## src/rtl/mux_arb_reg.sv

```systemverilog
// mux_arb_reg
// Registered N-way selector with per-channel valid/ready handshakes.
// In fixed mode the channel named by 'select' is granted. In round-robin
// mode the first valid channel at or after the rotating pointer is granted.
// The granted word goes into a single-entry output register that supports
// backpressure (out_ready) and flush.
//
// Ports:
//   clk        rising-edge clock
//   rst        asynchronous reset, active-high
//   in_data    NUM_IN packed channels, channel i at [i*WIDTH +: WIDTH]
//   in_valid   per-channel valid
//   in_ready   per-channel ready (combinational)
//   mode       0 = fixed select, 1 = round-robin
//   select     channel index used in fixed mode
//   flush      drop the held output word, block acceptance this cycle
//   out_data   registered selected word
//   out_sel    registered index of the channel that supplied out_data
//   out_valid  output register holds a word
//   out_ready  downstream accepts out_data
module mux_arb_reg #(
    parameter int WIDTH  = 5,
    parameter int NUM_IN = 4,
    parameter int SEL_W  = 2
) (
    input  logic                    clk,
    input  logic                    rst,
    input  logic [NUM_IN*WIDTH-1:0] in_data,
    input  logic [NUM_IN-1:0]       in_valid,
    output logic [NUM_IN-1:0]       in_ready,
    input  logic                    mode,
    input  logic [SEL_W-1:0]        select,
    input  logic                    flush,
    output logic [WIDTH-1:0]        out_data,
    output logic [SEL_W-1:0]        out_sel,
    output logic                    out_valid,
    input  logic                    out_ready
);

    logic [SEL_W-1:0] ptr;
    logic [SEL_W-1:0] ptr_nxt;
    logic [SEL_W-1:0] grant_sel;
    logic             grant_vld;
    logic             can_accept;
    logic             xfer;
    logic [WIDTH-1:0] grant_data;

    // Grant selection. Fixed mode grants 'select' whenever it names an
    // existing channel, whether or not that channel is valid. Round-robin
    // does two passes: first over channels at or above the pointer, then
    // over all channels from 0. The second pass is the wrap-around.
    always_comb begin
        grant_vld = 1'b0;
        grant_sel = '0;
        if (!mode) begin
            for (int i = 0; i < NUM_IN; i++) begin
                if (select == SEL_W'(i)) begin
                    grant_vld = 1'b1;
                    grant_sel = SEL_W'(i);
                end
            end
        end else begin
            for (int pass = 0; pass < 2; pass++) begin
                for (int i = 0; i < NUM_IN; i++) begin
                    if (!grant_vld && in_valid[i] &&
                        (pass == 1 || SEL_W'(i) >= ptr)) begin
                        grant_vld = 1'b1;
                        grant_sel = SEL_W'(i);
                    end
                end
            end
        end
    end

    // Handshake side. The register can take a word when it is empty, or
    // when its current word leaves on this same edge. Reset and flush
    // block acceptance. Only the granted channel sees ready.
    always_comb begin
        can_accept = !rst && !flush && (!out_valid || out_ready);
        in_ready   = '0;
        grant_data = '0;
        ptr_nxt    = ptr;
        for (int i = 0; i < NUM_IN; i++) begin
            if (grant_vld && grant_sel == SEL_W'(i)) begin
                in_ready[i] = can_accept;
                grant_data  = in_data[i*WIDTH +: WIDTH];
                ptr_nxt     = (i == NUM_IN - 1) ? '0 : SEL_W'(i + 1);
            end
        end
        xfer = |(in_ready & in_valid);
    end

    // Output register and round-robin pointer. A new transfer takes
    // priority: it overwrites the register even when the old word is
    // leaving on the same edge, which keeps throughput at one word per
    // cycle. Without a transfer, a downstream handshake or a flush empties
    // the register. Clearing out_valid when it is already 0 is harmless.
    // data/sel keep their values in that case.
    always_ff @(posedge clk or posedge rst) begin
        if (rst) begin
            out_valid <= 1'b0;
            out_data  <= '0;
            out_sel   <= '0;
            ptr       <= '0;
        end else if (xfer) begin
            out_valid <= 1'b1;
            out_data  <= grant_data;
            out_sel   <= grant_sel;
            if (mode) begin
                ptr <= ptr_nxt;
            end
        end else if (flush || out_ready) begin
            out_valid <= 1'b0;
        end
    end

endmodule

```

## config.mk

```make
export PLATFORM = sky130hd
export DESIGN_NAME = mux_arb_reg
export DESIGN_NICKNAME = d
export VERILOG_FILES = /design/src/rtl/mux_arb_reg.sv
export SDC_FILE = /design/constraint.sdc
export NUM_CORES = 1
export LEC_CHECK = 0
export CORE_ASPECT_RATIO = 0.75
export CORE_MARGIN = 2
export CORE_UTILIZATION = 43
export CTS_CLUSTER_DIAMETER = 150
export DETAILED_ROUTE_END_ITERATION = 6
export PLACE_DENSITY = 0.85
export SYNTH_ARGS = -nofsm -noshare
export SYNTH_HDL_FRONTEND = slang
export SYNTH_SLANG_ARGS = --single-unit
```

## constraint.sdc

```tcl
create_clock -name clk -period 4.8 [get_ports clk]
set_input_delay 1.44 -clock clk [delete_from_list [all_inputs] [get_ports clk]]
set_output_delay 1.44 -clock clk [all_outputs]
set_load 0.01 [all_outputs]
```

==> results.sh, run 1 <==
export IMPL_finalSetupViolCount=0
export IMPL_place_congestion=0.819
export IMPL_grt_max_degree=12
export IMPL_overflow=0
export IMPL_crit_arrival_ns=3.24
export IMPL_nNetsFinal=184
export IMPL_slew_violations=0
export IMPL_grt_pass1_wl_um=4520
export IMPL_yosysTopAreaCell="dfrtp_1"
export IMPL_syn_nets=121
export IMPL_hold_depth=1
export IMPL_crit_path_start_kind="input pin"
export IMPL_final_common_cell="clkdlybuf4s50_1"
export IMPL_drive_gt1_share_pct=23.2
export IMPL_async_flop_share_pct=100
export IMPL_fin_crit_ns=4.68
export IMPL_initial_core_util_pct=44.4
export IMPL_r2r_start="ptr[1]"
export IMPL_tritoncts="done"
export IMPL_placed_cell_area_um2=1410
export IMPL_dieArea_um2=2410
export IMPL_powerDensity_nw_per_um2=317
export IMPL_leakagePower_nw=0.660
export IMPL_end_kind="output port"
export IMPL_wl_per_cell_um=15.2
export IMPL_synth_cell_type_count=35
export IMPL_ys_seq_area_share_pct=28.7
export IMPL_fin_setup_tns_ns=0
export IMPL_hold_viol_final=0
export IMPL_maxCapViolCount=0
export IMPL_final_area_um2=1440
export IMPL_dpl_worst_slack_ns=-0.145
export IMPL_r2r_slack_ns=2.39
export IMPL_io_buffer_count=42
export IMPL_dr_pass1_iters=4
export IMPL_ys_warn_count=0
export IMPL_synth_edff_count=0
export IMPL_cts_sinks=10
export IMPL_clockBufferDepth=2
export IMPL_track_usage_pct=24.2
export IMPL_coreArea_um2=1960
export IMPL_crit_type="input pin to output port"
export IMPL_nFillCells=162
export IMPL_area_growth_pct=65.8
export IMPL_status="completed"
export IMPL_min_to="out_data[0]"
export IMPL_r2r_end="out_data[2]"
export IMPL_timing_final_crit_share_pct=97.5
export IMPL_root_buffer="clkbuf_4"
export IMPL_ff2ff_path_depth=7
export IMPL_p_total_uw=458
export IMPL_syn_inst=90
export IMPL_drtIter0Drc=20
export IMPL_drc=0
export IMPL_ys_top_cells_by_area="dfrtp_1 29%, mux2i_1 15%, mux2_2 6.5%, o22ai_1 3.6%, o21ai_0 2.9%"
export IMPL_peakVddDrop_mv=0.276
export IMPL_clk_pin_slew_ns=0.06
export IMPL_fin_ws_ns=0.118
export IMPL_htree_levels=1
export IMPL_ios=43
export IMPL_cts_made_buffers=3
export IMPL_slew_headroom_pct=72.3
export IMPL_insertion_delay_ns=0.25
export IMPL_hold_start="out_data[0]"
export IMPL_antenna_found_initial=0
export IMPL_ant_nets=0
export IMPL_yosysTopAreaCellShare_pct=28.7
export IMPL_max_slew_worst_pin_slew_ns=0.414
export IMPL_hp_class="flip-flop to flip-flop"
export IMPL_crit_required_ns=3.36
export IMPL_utilization_pct=73.6
export IMPL_syn_cell_area_um2=871
export IMPL_routed_wirelength_um=2670
export IMPL_ys_dominant_reg_cell="dfrtp_1"
export IMPL_syn_avg_cell_area_um2=9.68
export IMPL_layout_common_cells="37 x clkdlybuf4s50_1, 20 x buf_4, 13 x mux2i_1, 10 x dfrtp_1"
export IMPL_num_antenna_cells=0
export IMPL_num_rows=14
export IMPL_grt_pass1_vias=968
export IMPL_die_h_um=43.0
export IMPL_fmaxAchievable_mhz=214
export IMPL_synth_seq_cells=10
export IMPL_chipWidth_um=56.0
export IMPL_dp_hpwl_um=2140
export IMPL_avgViaCountPerCell=5.41
export IMPL_rsz0062_at_grt="no"
export IMPL_vias=946
export IMPL_fin_worst_skew_ns=0.000382
export IMPL_cp_max_fo=4
cell type report:
cell class,instances,area (um^2),area share [%]
Timing Repair Buffer,62,564,39.1
Multi-Input combinational cell,71,558,38.6
Tap cell,24,30.0,2.08
Sequential cell,10,250,17.3
Inverter,5,18.8,1.30
Clock buffer,3,22.5,1.56
metal layers:
layer / vias to the layer above / GRT usage, % / wire, um
li1: 460 / - / -
met1: 445 / 32.8 / 1240
met2: 39 / 40.5 / 1270
met3: 2 / 3.96 / 150
met4: 0 / 5.71 / 11
met5: - / 0 / 0
flip-flops by register name, indices dropped and copies added (netlist names):
name / count
out_valid: 1
out_data: 5
ptr: 2
out_sel: 2
critical path: stages:
cell	delay, ns
clkdlybuf4s50_1	0.48
buf_4	0.18
buf_4	0.13
o41a_1	0.36
a21oi_1	0.29
nor3_1	0.08
dlygate4sd2_1	0.29
repair_timing:
action,CTS,global route
hold buffers,0,0
resized for setup,7,0
setup buffers,2,0
endpoints found under the hold margin,0,0
endpoints found under the setup margin,4,0
metrics by stage:
stage / hold WS (ns) / instances
2_1_floorplan: 0.520 / 90
3_3_place_gp: 0.489 / 170
3_5_place_dp: 0.495 / 170
4_1_cts: 0.509 / 175
5_1_grt: 0.542 / 175
6_report: 0.507 / 175
kinds of logic after synthesis:
kind of cell	share of synthesized area (%)
AO/OA/AOI/OAI	24.7
XOR/XNOR	1.01
buffers and inverters	7.61
flip-flops	28.7
multiplexers	23.1
AND/OR/NAND/NOR	14.8
report_power, final:
part	internal (mW)	switching (mW)	total, mW
logic	0.155	0.107	0.262
clock network	0.0288	0.0258	0.0547
registers	0.116	0.0256	0.142
synth_stat cells (2+ instances only):
cell / n
or3_1: 2
nor3_1: 3
a21o_1: 3
nand2_1: 5
buf_6: 2
o22ai_1: 5
mux2i_1: 13
nand3_1: 2
dfrtp_1: 10
nor2b_1: 3
o21ai_0: 5
mux2_2: 5
a21boi_0: 2
nor2_1: 3
nand2b_1: 3
inv_1: 5
how the worst max path moves through the flow:
stage | startpoint | end
CTS | in_valid[2] | in_ready[0]
floorplan | in_valid[1] | in_ready[0]
global placement | in_valid[2] | in_ready[0]
finish | in_valid[2] | in_ready[0]
global route | in_valid[2] | in_ready[0]
detailed placement | in_valid[1] | in_ready[1]
Power figures use the tool's default switching activity.
==> run 2, diff against run 1 <==
--- a/config.mk
+++ b/config.mk
@@ -10,7 +10,7 @@
 export CORE_UTILIZATION = 43
 export CTS_CLUSTER_DIAMETER = 150
 export DETAILED_ROUTE_END_ITERATION = 6
-export PLACE_DENSITY = 0.85
+export PLACE_DENSITY = 0.92
 export SYNTH_ARGS = -nofsm -noshare
 export SYNTH_HDL_FRONTEND = slang
 export SYNTH_SLANG_ARGS = --single-unit
==> run 2 against run 1 <==
Compared with the run above: worst setup slack gained 0.087 ns; sequential cell count is the same; count of clock-buffer cells in the layout is the same; highest routed layer unchanged; maximum frequency grew 1.9%; core utilization grew 0.32 points; critical path type unchanged; register-to-register slack gained 0.03 ns; worst hold slack gained 0.015 ns; global-route usage shrank 0.39 points; routed wire length grew 2.6%; clock skew grew 0.0081 ns; critical endpoint unchanged; non-clock buffer count is the same; largest power group unchanged; combinational power is essentially flat.
==> results.sh, run 2 (synthesized netlist as in run 1, its figures left out) <==
export IMPL_clockBufferDepth=2
export IMPL_clk_pin_slew_ns=0.07
export IMPL_drtIter0Drc=20
export IMPL_num_antenna_cells=0
export IMPL_drive_gt1_share_pct=23.8
export IMPL_slowest_stage="clkdlybuf4s50_1"
export IMPL_cp_max_fo=5
export IMPL_place_congestion=0.791
export IMPL_grt_pass1_vias=1018
export IMPL_hold_viol_final=0
export IMPL_rsz0062_at_grt="no"
export IMPL_final_common_cell="clkdlybuf4s50_1"
export IMPL_cp_cell_sequence="clkdlybuf4s50_1 > or3b_1 > o221ai_2 > mux2_4 > inv_1 > nor3_1 > dlygate4sd2_1"
export IMPL_routed_wirelength_um=2740
export IMPL_placed_cell_area_um2=1420
export IMPL_hold_start="out_data[1]"
export IMPL_ant_nets=0
export IMPL_insertion_delay_ns=0.28
export IMPL_finalSetupViolCount=0
export IMPL_htree_levels=1
export IMPL_cp_startpoint="in_valid[2]"
export IMPL_grt_max_degree=11
export IMPL_initial_core_util_pct=44.4
export IMPL_seq_area_um2=250
export IMPL_final_area_um2=1450
export IMPL_post_cts_setup_buffers=0
export IMPL_chipWidth_um=56.0
export IMPL_area_growth_pct=66.5
export IMPL_crit_required_ns=3.36
export IMPL_io_buffer_count=42
export IMPL_timing_final_crit_share_pct=95.7
export IMPL_dieArea_um2=2410
export IMPL_ios=43
export IMPL_die_h_um=43.0
export IMPL_dr_pass1_iters=4
export IMPL_cts_sinks=10
export IMPL_overflow=0
export IMPL_slew_headroom_pct=71.2
export IMPL_drc=0
export IMPL_vias=976
export IMPL_end_kind="output port"
export IMPL_largest_register="out_data"
export IMPL_avgViaCountPerCell=5.58
export IMPL_num_rows=14
export IMPL_crit_path_start_kind="input pin"
export IMPL_crit_type="input pin to output port"
export IMPL_fin_crit_ns=4.60
export IMPL_slew_violations=0
export IMPL_p_total_uw=465
export IMPL_peakVddDrop_mv=0.232
export IMPL_antenna_found_initial=0
export IMPL_crit_arrival_ns=3.16
export IMPL_status="completed"
export IMPL_cpPeakStageDelay_ns=0.52
export IMPL_max_slew_worst_pin_slew_ns=0.431
export IMPL_dp_hpwl_um=2290
export IMPL_multiInputGateArea_um2=562
export IMPL_fin_worst_skew_ns=0.00847
export IMPL_coreArea_um2=1960
export IMPL_fmaxAchievable_mhz=218
export IMPL_fin_setup_tns_ns=0
export IMPL_hp_class="flip-flop to flip-flop"
export IMPL_powerDensity_nw_per_um2=321
export IMPL_tritoncts="done"
export IMPL_root_buffer="clkbuf_4"
export IMPL_nNetsFinal=184
export IMPL_grt_pass1_wl_um=4430
export IMPL_wl_per_cell_um=15.6
export IMPL_r2r_start="ptr[1]"
export IMPL_track_usage_pct=23.8
export IMPL_nFillCells=159
export IMPL_reg_largest_list="out_data: 5 flops, out_sel: 2 flops, ptr: 2 flops"
export IMPL_maxCapViolCount=0
export IMPL_cts_hold_fix_buffers=0
export IMPL_largest_reg_flops=5
export IMPL_leakagePower_nw=0.676
export IMPL_layout_common_cells="36 x clkdlybuf4s50_1, 20 x buf_4, 13 x mux2i_1, 10 x dfrtp_1"
export IMPL_cts_made_buffers=3
run 2: per-layer routing:
metal / GRT usage (%) / vias to the layer above / part of all wire, %
met4: 5.71 / 0 / 0.77
met2: 44.9 / 48 / 52
met5: 0 / - / 0
met3: 5.18 / 5 / 7.7
li1: - / 457 / -
met1: 27.3 / 466 / 39
run 2: stage by stage:
step / setup slack, ns / std cells / hold slack [ns] / utilization [%]
6_report: 0.205 / 175 / 0.522 / 73.9
5_1_grt: 0.0901 / 175 / 0.534 / 73.9
4_1_cts: 0.0127 / 175 / 0.521 / 73.8
3_5_place_dp: -0.170 / 172 / 0.494 / 72.6
3_3_place_gp: -0.108 / 172 / 0.497 / 72.6
2_1_floorplan: 0.562 / 90 / 0.520 / -
run 2: repair_timing:
item	in CTS	in global routing
resized for setup	9	2
cloned	0	0
endpoints found under the setup margin	4	1
pin swaps	1	0
run 2: worst paths after layout:
| kind | end | slack [ns] | cells after the start |
|---|---|---|---|
| worst max-delay path | in_ready[0] | 0.20 | 7 |
| worst min-delay path | out_data[1] | 0.52 | 1 |
| worst max register to register | out_data[2] | 2.42 | 7 |
| worst min register to register | out_data[1] | 0.52 | 1 |
| max in group asynchronous | out_sel[1] | 2.99 | 2 |
| min in group asynchronous | out_data[2] | 1.50 | 2 |
run 2: layout make-up:
class / instances / area share (%)
clock buffers: 3 / 1.55
inverters: 5 / 1.29
multi-input cells: 71 / 38.7
flip-flops and latches: 10 / 17.3
well taps: 24 / 2.07
repair buffers: 62 / 39.1
run 2: worst max-delay path, delay by kind of cell:
| family | cells | cell delay, ns |
|---|---|---|
| AO/OA/AOI/OAI | 1 | 0.10 |
| AND/OR/NAND/NOR | 2 | 0.52 |
| buffers and inverters | 3 | 0.87 |
| multiplexers | 1 | 0.22 |
run 2: report_power, final:
part           switching, mW  internal (mW)  leakage, nW
Sequential            0.0266          0.116        0.122
Clock                 0.0311         0.0291       0.0138
Combinational          0.107          0.155        0.540
==> run 3, diff against run 2 <==
--- a/config.mk
+++ b/config.mk
@@ -7,10 +7,10 @@
 export LEC_CHECK = 0
 export CORE_ASPECT_RATIO = 0.75
 export CORE_MARGIN = 2
-export CORE_UTILIZATION = 43
+export CORE_UTILIZATION = 40
 export CTS_CLUSTER_DIAMETER = 150
 export DETAILED_ROUTE_END_ITERATION = 6
-export PLACE_DENSITY = 0.92
+export PLACE_DENSITY = 0.87
 export SYNTH_ARGS = -nofsm -noshare
 export SYNTH_HDL_FRONTEND = slang
 export SYNTH_SLANG_ARGS = --single-unit
==> constraint.sdc (replaced) <==
create_clock -name clk -period 5 [get_ports clk]
set_input_delay 1.5 -clock clk [delete_from_list [all_inputs] [get_ports clk]]
set_output_delay 1.5 -clock clk [all_outputs]
set_load 0.01 [all_outputs]
==> run 3 against run 2 <==
Compared with the run above: combinational power down 8.8%; non-clock buffer count is 6 lower; worst setup slack improved by 0.11 ns; clock skew down 0.0037 ns; largest power group unchanged; die area grew 6.9%; core utilization fell by 4.6 points; count of clock-buffer cells in the layout unchanged; register-to-register slack improved by 0.20 ns; routed wire length decreased by 9.8%; power is 7.6% lower; first-iteration DRC count grew 15%.
==> results.sh, run 3 (synthesized netlist as in run 1, its figures left out) <==
export IMPL_slew_violations=0
export IMPL_num_rows=14
export IMPL_nNetsFinal=178
export IMPL_dr_pass1_iters=4
export IMPL_avgViaCountPerCell=5.34
export IMPL_slew_headroom_pct=73.5
export IMPL_drtIter0Drc=23
export IMPL_fmaxAchievable_mhz=213
export IMPL_cpPeakStageDelay_ns=0.47
export IMPL_slowest_stage="clkdlybuf4s50_1"
export IMPL_ant_nets=0
export IMPL_cp_max_fo=5
export IMPL_crit_required_ns=3.50
export IMPL_leakagePower_nw=0.673
export IMPL_routed_wirelength_um=2470
export IMPL_crit_path_start_kind="input pin"
export IMPL_fin_worst_skew_ns=0.00475
export IMPL_reg_largest_list="out_data: 5 flops, out_sel: 2 flops, ptr: 2 flops"
export IMPL_timing_final_crit_share_pct=93.7
export IMPL_min_to="out_data[4]"
export IMPL_r2r_start="ptr[1]"
export IMPL_antenna_found_initial=0
export IMPL_r2r_end="out_data[2]"
export IMPL_peakVddDrop_mv=0.333
export IMPL_grt_max_degree=15
export IMPL_place_congestion=0.907
export IMPL_largest_register="out_data"
export IMPL_max_slew_worst_pin_slew_ns=0.396
export IMPL_r2r_slack_ns=2.62
export IMPL_end_kind="output port"
export IMPL_hold_depth=1
export IMPL_hp_class="flip-flop to flip-flop"
export IMPL_post_layout_nonfiller_instances=169
export IMPL_io_buffer_count=42
export IMPL_track_usage_pct=19.5
export IMPL_clockBufferDepth=2
export IMPL_final_common_cell="clkdlybuf4s50_1"
export IMPL_wl_per_cell_um=14.6
export IMPL_finalSetupViolCount=0
export IMPL_drive_gt1_share_pct=20.0
export IMPL_crit_arrival_ns=3.19
export IMPL_layout_common_cells="36 x clkdlybuf4s50_1, 14 x buf_4, 13 x mux2i_1, 10 x dfrtp_1"
export IMPL_dieArea_um2=2570
export IMPL_powerDensity_nw_per_um2=305
export IMPL_grt_pass1_vias=814
export IMPL_status="completed"
export IMPL_clk_pin_slew_ns=0.06
export IMPL_crit_type="input pin to output port"
export IMPL_num_antenna_cells=0
export IMPL_die_h_um=44.4
export IMPL_hold_viol_final=0
export IMPL_largest_reg_flops=5
export IMPL_ff2ff_path_depth=7
export IMPL_tritoncts="done"
export IMPL_cp_cell_sequence="clkdlybuf4s50_1 > nor2b_1 > o211ai_1 > o21ai_1 > or2_2 > nor2_1 > dlygate4sd2_1"
export IMPL_hold_start="out_data[4]"
export IMPL_cts_sinks=10
export IMPL_ios=43
export IMPL_root_buffer="clkbuf_4"
export IMPL_area_growth_pct=61.8
export IMPL_htree_levels=1
export IMPL_fin_crit_ns=4.69
export IMPL_insertion_delay_ns=0.27
export IMPL_p_total_uw=429
export IMPL_maxCapViolCount=0
export IMPL_cts_made_buffers=3
export IMPL_coreArea_um2=2030
export IMPL_placed_cells=165
export IMPL_initial_core_util_pct=42.9
export IMPL_grt_pass1_wl_um=3690
export IMPL_drc=0
export IMPL_overflow=0
export IMPL_dp_hpwl_um=2000
export IMPL_fin_setup_tns_ns=0
export IMPL_rsz0062_at_grt="no"
export IMPL_chipWidth_um=57.9
export IMPL_vias=902
[run 3: layer usage]
layer	track usage, %	share of wire (%)	vias up
met4	2.79	0.24	0
li1	-	-	446
met5	0	0	-
met2	32.3	48	32
met1	25.9	45	422
met3	6.14	6.2	2
[run 3: worst max path at each step]
| stage | end | slack, ns | from |
|---|---|---|---|
| floorplan | in_ready[0] | 0.64 | in_valid[1] |
| global placement | in_ready[3] | -0.006 | in_valid[1] |
| detailed placement | in_ready[3] | -0.06 | in_valid[1] |
| CTS | in_ready[0] | 0.005 | in_valid[0] |
| global route | in_ready[3] | 0.15 | in_valid[0] |
| finish | in_ready[3] | 0.31 | in_valid[0] |
[run 3: layout make-up]
type | count | area (um^2)
clock buffer | 3 | 22.5
fill | 161 | 623
inverter | 5 | 18.8
multi-input combinational | 71 | 558
sequential | 10 | 250
tap | 24 | 30.0
timing repair buffer | 56 | 529
[run 3: power breakdown]
part           internal, mW  switching, mW
clock network        0.0278         0.0267
logic                 0.141         0.0986
registers             0.112         0.0239
[run 3: through the flow]
stage | hold slack [ns] | utilization (%) | setup slack [ns] | instance area (um^2)
CTS | 0.518 | 68.8 | 0.00537 | 1400
finish | 0.510 | 69.3 | 0.313 | 1410
global route | 0.535 | 69.3 | 0.150 | 1410
global placement | 0.496 | 67.5 | -0.00555 | 1370
detailed placement | 0.496 | 67.5 | -0.0628 | 1370
floorplan | 0.520 | - | 0.642 | 871
[run 3: repair_timing]
item,4_1_cts,5_1_grt
endpoints found under the setup margin,2,3
hold buffers,0,0
buffers inserted,1,0
gates resized for setup,3,6
pin swaps,1,1
[run 3: worst max-delay path, delay by kind of cell]
kind | cells | cell delay, ns
AO/OA/AOI/OAI | 2 | 0.37
buffers and inverters | 2 | 0.74
AND/OR/NAND/NOR | 3 | 0.58
